`config.mk`:
```
export PLATFORM = sky130hd
export DESIGN_NAME = dram_refresh_arbiter
export DESIGN_NICKNAME = d
export VERILOG_FILES = /design/src/rtl/dram_refresh_arbiter_pkg.sv /design/src/rtl/refresh_timer.sv /design/src/rtl/dram_refresh_arbiter.sv
export SDC_FILE = /design/constraint.sdc
export NUM_CORES = 1
export LEC_CHECK = 0
export CAP_MARGIN = 20
export CORE_MARGIN = 2
export CORE_UTILIZATION = 55
export CTS_BUF_LIST = sky130_fd_sc_hd__clkbuf_8
export CTS_CLUSTER_SIZE = 25
export DETAILED_ROUTE_END_ITERATION = 8
export GPL_TIMING_DRIVEN = 0
export PLACE_DENSITY_LB_ADDON = 0.1
export RECOVER_POWER = 100
export SYNTH_ARGS = -nofsm -noshare
export SYNTH_HDL_FRONTEND = slang
export SYNTH_HIERARCHICAL = 1
export SYNTH_SLANG_ARGS = --single-unit
```
`constraint.sdc`:
```
create_clock -name CLK -period 5.64 [get_ports CLK]
set_clock_uncertainty 0.05 [all_clocks]
set_input_delay 0.846 -clock CLK [delete_from_list [all_inputs] [get_ports CLK]]
set_output_delay 0.846 -clock CLK [all_outputs]
set_load 0.02 [all_outputs]
```
`src/rtl/dram_refresh_arbiter_pkg.sv`:
```
// Shared definitions for the DRAM refresh arbiter and the DRAM controller:
// arbiter state encoding and default refresh timing constants.
package dram_refresh_arbiter_pkg;

  typedef enum logic [1:0] {
    StIdle,
    StCpu,
    StCpuEnd,
    StRef
  } arb_state_e;

  // 15.6 us refresh period at 25 MHz
  localparam int unsigned DefRefInterval = 390;
  localparam int unsigned DefMaxCredits  = 4;
  localparam int unsigned CreditW        = 3;

endpackage

```
`src/rtl/refresh_timer.sv`:
```
// Refresh interval counter: counts down from Interval-1 to 0 and reloads,
// producing a one-cycle tick while the count is zero.
module refresh_timer
  import dram_refresh_arbiter_pkg::*;
#(
  parameter int unsigned Interval = DefRefInterval
) (
  input  logic clk_i,
  input  logic rst_ni,
  output logic tick_o
);

  localparam int unsigned CntW = (Interval > 1) ? $clog2(Interval) : 1;
  localparam logic [CntW-1:0] Reload = CntW'(Interval - 1);

  logic [CntW-1:0] count_q, count_d;

  always_comb begin
    tick_o  = (count_q == '0);
    count_d = tick_o ? Reload : count_q - CntW'(1);
  end

  always_ff @(posedge clk_i or negedge rst_ni) begin
    if (!rst_ni) begin
      count_q <= Reload;
    end else begin
      count_q <= count_d;
    end
  end

endmodule

```
`src/rtl/dram_refresh_arbiter.sv`:
```
// Arbitrates the DRAM between CPU accesses and CAS-before-RAS refresh, tracking
// owed refreshes as saturating credits with a sticky overrun flag.
module dram_refresh_arbiter
  import dram_refresh_arbiter_pkg::*;
#(
  parameter int unsigned REF_INTERVAL = DefRefInterval,
  parameter int unsigned MAX_CREDITS  = DefMaxCredits
) (
  input  logic               CLK,
  input  logic               RST_n,
  input  logic               CS_n,
  input  logic               AS_n,
  input  logic               ACC_DONE,
  input  logic               REF_DONE,
  output logic               GRANT_CPU,
  output logic               GRANT_REF,
  output logic [CreditW-1:0] REF_PENDING,
  output logic               REF_OVERRUN
);

  localparam logic [CreditW-1:0] MaxCred = CreditW'(MAX_CREDITS);

  logic cs_s1_q, cs_s2_q, as_s1_q, as_s2_q;
  logic cpu_req_q;
  logic tick, ref_dec;
  logic [CreditW-1:0] credits_q, credits_d;
  logic overrun_q, overrun_d;
  logic grant_cpu_q, grant_ref_q;
  arb_state_e state_q, state_d;

  // cpu_req is registered once more after the synchronizers, so a strobe
  // sampled at edge k reaches the grant at edge k+3.
  always_ff @(posedge CLK or negedge RST_n) begin
    if (!RST_n) begin
      cs_s1_q   <= 1'b1;
      cs_s2_q   <= 1'b1;
      as_s1_q   <= 1'b1;
      as_s2_q   <= 1'b1;
      cpu_req_q <= 1'b0;
    end else begin
      cs_s1_q   <= CS_n;
      cs_s2_q   <= cs_s1_q;
      as_s1_q   <= AS_n;
      as_s2_q   <= as_s1_q;
      cpu_req_q <= ~cs_s2_q & ~as_s2_q;
    end
  end

  refresh_timer #(
    .Interval(REF_INTERVAL)
  ) u_refresh_timer (
    .clk_i (CLK),
    .rst_ni(RST_n),
    .tick_o(tick)
  );

  // A tick and a completed refresh in the same cycle cancel out.
  always_comb begin
    ref_dec   = REF_DONE && (state_q == StRef);
    credits_d = credits_q;
    overrun_d = overrun_q;
    if (tick && !ref_dec) begin
      if (credits_q == MaxCred) begin
        overrun_d = 1'b1;
      end else begin
        credits_d = credits_q + CreditW'(1);
      end
    end else if (!tick && ref_dec && (credits_q != '0)) begin
      credits_d = credits_q - CreditW'(1);
    end
  end

  always_comb begin
    state_d = state_q;
    unique case (state_q)
      StIdle: begin
        if (credits_q == MaxCred) begin
          state_d = StRef;
        end else if (cpu_req_q) begin
          state_d = StCpu;
        end else if (credits_q != '0) begin
          state_d = StRef;
        end
      end
      StCpu: begin
        if (ACC_DONE) state_d = StCpuEnd;
      end
      // Wait for the strobe to be released so it is never granted twice.
      StCpuEnd: begin
        if (as_s2_q) state_d = StIdle;
      end
      StRef: begin
        if (REF_DONE) state_d = StIdle;
      end
      default: state_d = StIdle;
    endcase
  end

  always_ff @(posedge CLK or negedge RST_n) begin
    if (!RST_n) begin
      state_q     <= StIdle;
      credits_q   <= '0;
      overrun_q   <= 1'b0;
      grant_cpu_q <= 1'b0;
      grant_ref_q <= 1'b0;
    end else begin
      state_q     <= state_d;
      credits_q   <= credits_d;
      overrun_q   <= overrun_d;
      grant_cpu_q <= (state_d == StCpu);
      grant_ref_q <= (state_d == StRef);
    end
  end

  assign GRANT_CPU   = grant_cpu_q;
  assign GRANT_REF   = grant_ref_q;
  assign REF_PENDING = credits_q;
  assign REF_OVERRUN = overrun_q;

endmodule

```
Word level (Yosys, flattened, before mapping):

Cells that the tools add are included.
W data, S select, Z words.

* bits in registers: 22
* bits of input ports: 6
* output and inout port bits: 6
* word-level logic and storage cells: 47

* add/subtract/negate cells: 3
* eq/ne operators: 7
* multiplexer cells: 11
* bitwise operators: 3
* reductions and logical operators: 12

Operators with widths (number)
* $mux W2: 6
* $logic_not A9 Y1: 1
* $mux W3: 3
* $mux W9: 1
* $sub A9 B1 Y9 const B: 1
* $pmux W2 S4: 1
* $eq A2 B2 Y1 const B: 3
* $eq A2 B1 Y1 const B: 2
* $logic_and A1 B1 Y1: 4
* $reduce_and A2 Y1: 2
* $add A3 B1 Y3 const B: 1
* $eq A3 B3 Y1 const B: 1
* $reduce_bool A3 Y1: 1
* $sub A3 B1 Y3 const B: 1
* $logic_not A1 Y1: 2
* $logic_not A2 Y1: 1
* $ne A2 B2 Y1 const B: 1
* $not A1 Y1: 2
* $reduce_bool A2 Y1: 1
* $and A1 B1 Y1: 1

Longest topological paths before layout:

Gate-level depths: netlist (run 1).

* word-level depth: 6
* depth in mapped cells: 12
* depth with buffers taken out: 10

By module:

The synthesis (run 1) kept the hierarchy.

By module, submodules not included
* dram_refresh_arbiter: times used 1, cells an instance 60, area each 623.1 um^2, seq. area each 330.3 um^2
* refresh_timer: times used 1, cells an instance 38, area each 437.9 um^2, seq. area each 230.2 um^2

Least setup slack after synthesis (run 1):

OpenSTA, ideal clock, no wires.

* path type: reg-to-reg
* start point: register u_refresh_timer.count_q[1]
* end point: register credits_q[2], in the netlist REF_PENDING[2]
* setup time: 0.090 ns
* arrival: 2.464 ns
* data required time: 5.500 ns
* path slack: 3.036 ns
* cell stages (with the launch flop): 13
* path buffers: 2
* clock period less this slack: 2.604 ns
* path through: dfrtp_1 -> inv_1 -> ha_1 -> or3b_1 -> buf_2 -> nor4_4 -> buf_2 -> nand2_1 -> xor2_1 -> ha_1 -> nor4_1 -> a21oi_1 -> o221ai_1

* longest elaborated chain between the ends: 6
* elaborated cells on any way between the ends: 9
* classes of those cells: eq/ne: 1; mux: 1; reduce/logical: 7

RTL lines
* start, declared: line refresh_timer.sv:16 `logic [CntW-1:0] count_q, count_d;`
* start signal, assigned: line refresh_timer.sv:25 `count_q <= Reload;`
* start signal, assigned: line refresh_timer.sv:27 `count_q <= count_d;`
* $logic_not A9 Y1 *: line refresh_timer.sv:19 `tick_o = (count_q == '0);`
* net tick: line dram_refresh_arbiter.sv:25 `logic tick, ref_dec;`
* $logic_not A1 Y1: line dram_refresh_arbiter.sv:68 `end else if (!tick && ref_dec && (credits_q != '0)) begin`
* $logic_and A1 B1 Y1 (2 in series): line dram_refresh_arbiter.sv:68
* $reduce_bool A2 Y1 (no source line)
* $reduce_and A2 Y1 (no source line)
* end signal, assigned: line dram_refresh_arbiter.sv:108 `credits_q <= credits_d;`
* end, declared: line dram_refresh_arbiter.sv:26 `logic [CreditW-1:0] credits_q, credits_d;`

The timed path passes the listed nets; every way through them passes the cells marked *.
A chain may end at the register's enable or synchronous reset.

Final worst setup path (run 1):

* start point: register u_refresh_timer.count_q[0]
* end point: register credits_q[2], in the netlist REF_PENDING[2]

The elaborated chain is that of the path after synthesis.

==> results.md, run 1 <==
- Post-route ant nets: 0
- Multi-input logic area: approximately 450 um2
- Post-synth top area share: around 33%
- Final Cycle Share: between 50% and 60%
- Async SR Flop Fraction: 100%
- Top FF cell, synth: dfrtp_1
- P&R area growth vs syn: 18.4%
- Post-synth EDFFs: 0
- Worst hold start: cs_s1_q
- Clock slew at reported path FFs: about 80 ps
- ANT cells: 0
- R2r startpoint: u_refresh_timer/count_q[0]
- RSZ-0062 raised after global routing: no
- Slew HR: between 30% and 40%
- Final Setup Violations: 0
- Initial drt markers: 15
- Drt pass-1 iters: 7
- Die area: about 2300 um2
- Reg area: ~560 um2
- Latest clock arrival within the worst-skew pair: 260 ps
- M1 WL: between 800 and 900 um
- Post-Layout Cell Count: 138
- Die width: between 40 and 50 um
- Worst Path Arrival: ~3500 ps
- Total Routed Length: about 1800 um
- Vias in the first global route: a little under 700
- Height of the chip: about 48 um
- Final hold vios: 0
- GRT Total Usage: 18.5%
- # IOs: 12
- Sequential Power Share: 38.1%
- CTS sink cnt: 22
- Hold Crit Class: flip-flop to flip-flop
- PortBufs: 11
- Req. time, crit path: roughly 5800 ps
- DRC: 0
- Clock Power Share: 28.0%
- Commonest non-fill, non-tap cell in the layout: dfrtp_1
- Largest net degree at the start of global routing: 23
- Post-DP HPWL: ~1300 um
- Layout cells sized above 1: around 16%
- Crit Path Class: flip-flop to flip-flop
- Mapped Area: 1060 um2
- R2R Setup Slk: between 2000 and 2500 ps
- Sequential share of the synthesized area: roughly 53%
- Cell row count: 15
- Psw: 0.161 mW
- Synth cell types: 38
- Postcts setup bufs: 0
- Hold-critical path depth: 0
- Remaining Overflow, GRT: 0
- Max Fanout on Critical Path: 9
- Inserted Clock Buffers: 3
- Sw frac: 31.3%
- Synth Warn #: 6
- R2R Path End: REF_PENDING[2]
- Int Pwr: between 0.3 and 0.4 mW
- Seq cells post-synth: 22
- Post-CTS sizing: 0
- VDD IR-drop max: approximately 0.32 mV
- Routability cong.: between 0.8 and 0.9
- Syn avg cell area: about 11 um2
- H-Tree Level Count: 1
- Worst Hold End: cs_s2_q
- Vias per std cell: 5.50
- Initial core utilization: around three fifths
- Met3 wire length: approximately 87 um
- Leak: around 0.53 nW
- Fill count: roughly 150
- Most frequent cells in the layout: dfrtp_1, nor2_1, dlygate4sd3_1
- Reg2Reg Depth: 12
- Root buffer cell: clkbuf_8
- Synth area leader: dfrtp_1
- Peak Freq: roughly 300 MHz
- Least-Margin Pin Slew: 962 ps
- Floorplan core area: between 1500 and 2000 um2
- Max cap viols: 0
- CP Capture Type: flip-flop
- Total number of vias: between 700 and 800
- Post-place setup slack: about 2800 ps
- Logic pwr share: around 34%
- Final Core Density: roughly 71%
- Startpoint Class: flip-flop
- Number of nets in the layout: around 120
- Clk buf depth: 2
- Worst Setup SP: u_refresh_timer/count_q[0]
- Setup WS post-layout: approximately 2300 ps
- Highest routed layer: met4
- Initial antenna violation count: 0
- Net Count, Synth: about 110
- Wire per inst: between 10 and 15 um
- DP Cell Count: 134
- Min Tclk post-route: approximately 3300 ps
- Overall Power: ~0.51 mW
- Metal2 WL: 866 um
- CTS Hold Bufs: 0
- First-pass GRT wire length: approximately 2900 um
- Syn Inst Count: 98
- P per Cell Area: just over 400 nW/um2
- Setup Total Neg Slack: 0 ps
- Top cells by area, synth: dfrtp_1, dfstp_2, xor2_1
- Max Slew Vio Count: 0
- CTS tree: built
- Outcome: completed
==> stage by stage <==
stage          hold WS (ps)  area, um2
2_1_floorplan           295       1060
3_3_place_gp            296       1200
3_5_place_dp            297       1200
4_1_cts                 310       1270
5_1_grt                 316       1260
6_report                308       1260
==> power groups by stage <==
| stage | sequential (mW) | combinational, mW | clock (mW) |
|---|---|---|---|
| after floorplan | 0.217 | 0.106 | 0 |
| after global placement | 0.198 | 0.175 | 0 |
| after detailed placement | 0.200 | 0.179 | 0 |
| after CTS | 0.197 | 0.181 | 0.148 |
| after global routing | 0.199 | 0.191 | 0.152 |
| final | 0.196 | 0.174 | 0.144 |
==> cells in the mapped netlist (2+ instances only) <==
master,number
nand3_1,2
clkbuf_1,2
xor2_1,5
buf_2,3
a21o_1,2
nor3_1,4
nand2_1,5
mux2i_1,3
inv_1,3
o21ai_0,4
ha_1,2
nor4_1,2
o31ai_1,3
dfrtp_1,14
a21oi_1,2
dfstp_2,8
or3_1,2
mux2_2,2
nor2_1,11
==> cell type report <==
cell class | instances | share of cell area, %
buffer | 6 | 1.99
clock buffer | 3 | 3.29
clock inverter | 1 | 2.39
inverter | 3 | 0.896
multi-input combinational | 67 | 35.6
sequential | 22 | 44.6
tap | 25 | 2.49
timing repair buffer | 11 | 8.77
==> state kept, by name, summed over array words and instances (netlist names) <==
| name | count |
|---|---|
| state_q | 2 |
| REF_PENDING | 3 |
| cs_s1_q | 1 |
| as_s2_q | 1 |
| cpu_req_q | 1 |
| as_s1_q | 1 |
| u_refresh_timer/count_q | 9 |
| GRANT_REF | 1 |
| cs_s2_q | 1 |
| GRANT_CPU | 1 |
| REF_OVERRUN | 1 |
==> per-layer routing <==
metal	track usage [%]	vias to the layer above
met5	0	-
met4	4.86	0
met3	4.53	2
met2	28.5	20
met1	26.3	359
li1	-	378
==> cell families (layout without fill, tap and decap cells) <==
group                      count (synthesis)  after routing  share of synthesized area [%]
and+or+nand+nor                           33             33                           17.2
adders and majority gates                  2              2                           2.36
muxes                                      5              5                           4.95
buffers and inverters                      9             24                           3.65
DFF                                       22             22                           52.8
AOI/OAI and AO/OA                         22             22                           14.9
xor gates and xnor gates                   5              5                           4.13
==> worst max path at each step <==
stage	end	slack (ps)	cells past startpoint
2_1_floorplan	REF_PENDING[2]	3040	12
3_3_place_gp	REF_PENDING[2]	2840	12
3_5_place_dp	REF_PENDING[2]	2810	12
4_1_cts	REF_PENDING[2]	2770	12
6_report	REF_PENDING[2]	2310	12
5_1_grt	REF_PENDING[2]	2050	12
==> critical path, stage by stage, from the launching register on <==
cell,delay [ps]
dfstp_1,400
inv_1,70
ha_1,190
or3b_1,350
clkbuf_1,180
nor4_1,550
clkbuf_1,400
nand2_1,150
xor2_1,170
ha_1,230
nor4_1,240
a21oi_1,100
o221ai_1,180
Power figures use the tool's default switching activity.
==> run 2: changes to the inputs <==
CORE_UTILIZATION = 51   (was 55)
clock period = 2.9 ns   (was 5.64 ns; I/O delays follow)
==> results.md, run 2 (synthesized netlist as in run 1, its figures left out) <==
- Outcome: completed
- CTS sink cnt: 22
- Wire per inst: between 10 and 15 um
- Routability cong.: about 0.75
- Post-route ant nets: 0
- Logic pwr share: approximately a third
- Max Slew Vio Count: 0
- Drt pass-1 iters: 4
- Final Core Density: between 60% and 70%
- CP Capture Type: flip-flop
- Setup Total Neg Slack: 0 ps
- Max stage delay cell, worst path: dfstp_1
- Post-place setup slack: ~11 ps
- Total Routed Length: around 1800 um
- Root buffer cell: clkbuf_8
- M1 WL: 828 um
- Vias in the first global route: between 700 and 800
- Least-Margin Pin Slew: roughly 600 ps
- Vias per std cell: approximately 5.5
- Crit path cell chain: inv_1, ha_2, or3b_1, buf_2, nor4_4, buf_6, nand2_1, xor2_1, ha_2, nor4_2, a21oi_1, o221ai_1
- Latest clock arrival within the worst-skew pair: 260 ps
- Dpl cell area: ~1200 um2
- CP top delay family: simple AND/OR/NAND/NOR gates
- H-Tree Level Count: 1
- Reg with most FFs: u_refresh_timer/count_q
- Height of the chip: 49.6 um
- P&R area growth vs syn: 23.3%
- Number of nets in the layout: between 100 and 150
- GRT Total Usage: roughly 16%
- DP Cell Count: 136
- Clock slew at reported path FFs: approximately 80 ps
- First-pass GRT wire length: 3140 um
- Largest net degree at the start of global routing: 23
- # IOs: 12
- Sequential Power Share: a little under two fifths
- Peak Freq: around 370 MHz
- Cell row count: 16
- Clk buf depth: 2
- Initial drt markers: 8
- P per Cell Area: 768 nW/um2
- Setup WS post-layout: a little under 200 ps
- Slew HR: 60.1%
- Initial antenna violation count: 0
- Highest routed layer: met4
- Post-DP HPWL: 1300 um
- Remaining Overflow, GRT: 0
- VDD IR-drop max: 0.533 mV
- Initial core utilization: between 50% and 60%
- Met3 wire length: slightly above 40 um
- Post-Layout Cell Count: 144
- Die area: about 2500 um2
- DRC: 0
- Worst path bufs/invs: 3
- Total number of vias: about 800
- Commonest non-fill, non-tap cell in the layout: dfrtp_1
- Worst Path Arrival: roughly 2800 ps
- Leak: roughly 0.54 nW
- Req. time, crit path: slightly above 3000 ps
- Finished Cell Area: 1310 um2
- Floorplan core area: 1960 um2
- Max cap viols: 0
- Int Pwr: approximately 0.7 mW
- Inserted Clock Buffers: 3
- Final Cycle Share: ~93%
- Psw: about 0.32 mW
- PortBufs: 11
- Sw frac: a little under a third
- Crit Path Class: flip-flop to flip-flop
- Startpoint Class: flip-flop
- Min Tclk post-route: around 2700 ps
- RSZ-0062 raised after global routing: no
- Most frequent cells in the layout: dfrtp_1, nor2_1, dlygate4sd3_1
- Layout cells sized above 1: between 20% and 30%
- Critical path's largest stage delay: ~400 ps
- Metal2 WL: around 900 um
- Final hold vios: 0
- Hold Crit Class: flip-flop to flip-flop
- Most frequent CP cell: ha_2
- Hold WS: between 300 and 400 ps
- Final Setup Violations: 0
- Die width: a little under 50 um
- Clock Power Share: 28.0%
- Max reg flops: 9
- ANT cells: 0
- Max Fanout on Critical Path: 6
- Overall Power: 1.01 mW
- CTS tree: built
run 2: final timing paths:
kind / startpoint / end / cells past startpoint / slack, ps
worst max-delay path: u_refresh_timer/count_q[0] / REF_PENDING[2] / 12 / 200
max in group asynchronous: RST_n / u_refresh_timer/count_q[4] / 2 / 1390
worst min register to register: cs_s1_q / cs_s2_q / 0 / 310
min in group asynchronous: RST_n / cpu_req_q / 1 / 520
worst min-delay path: cs_s1_q / cs_s2_q / 0 / 310
worst max register to register: u_refresh_timer/count_q[0] / REF_PENDING[2] / 12 / 200
run 2: repair_timing:
action | CTS | global route
endpoints found under the setup margin | 0 | 1
buffers inserted | 0 | 3
hold buffers | 0 | 0
gates resized for setup | 0 | 6
run 2: power groups by stage:
stage	Clock [mW]	Sequential, mW	Combinational, mW
6_report	0.281	0.382	0.342
5_1_grt	0.300	0.393	0.379
4_1_cts	0.286	0.384	0.352
3_5_place_dp	0	0.390	0.351
3_3_place_gp	0	0.387	0.341
2_1_floorplan	0	0.421	0.207
run 2: layout make-up:
cell class | instances | area [um2]
Buffer | 6 | 33.8
Clock buffer | 3 | 41.3
Clock inverter | 1 | 30.0
Fill cell | 173 | 653
Inverter | 3 | 11.3
Multi-Input combinational cell | 67 | 469
Sequential cell | 22 | 561
Tap cell | 27 | 33.8
Timing Repair Buffer | 15 | 129
run 2: metal layers:
metal,global-route usage (%),up-vias
li1,-,386
met1,21.1,390
met2,27.3,9
met3,2.73,4
met4,6.94,0
met5,0,-
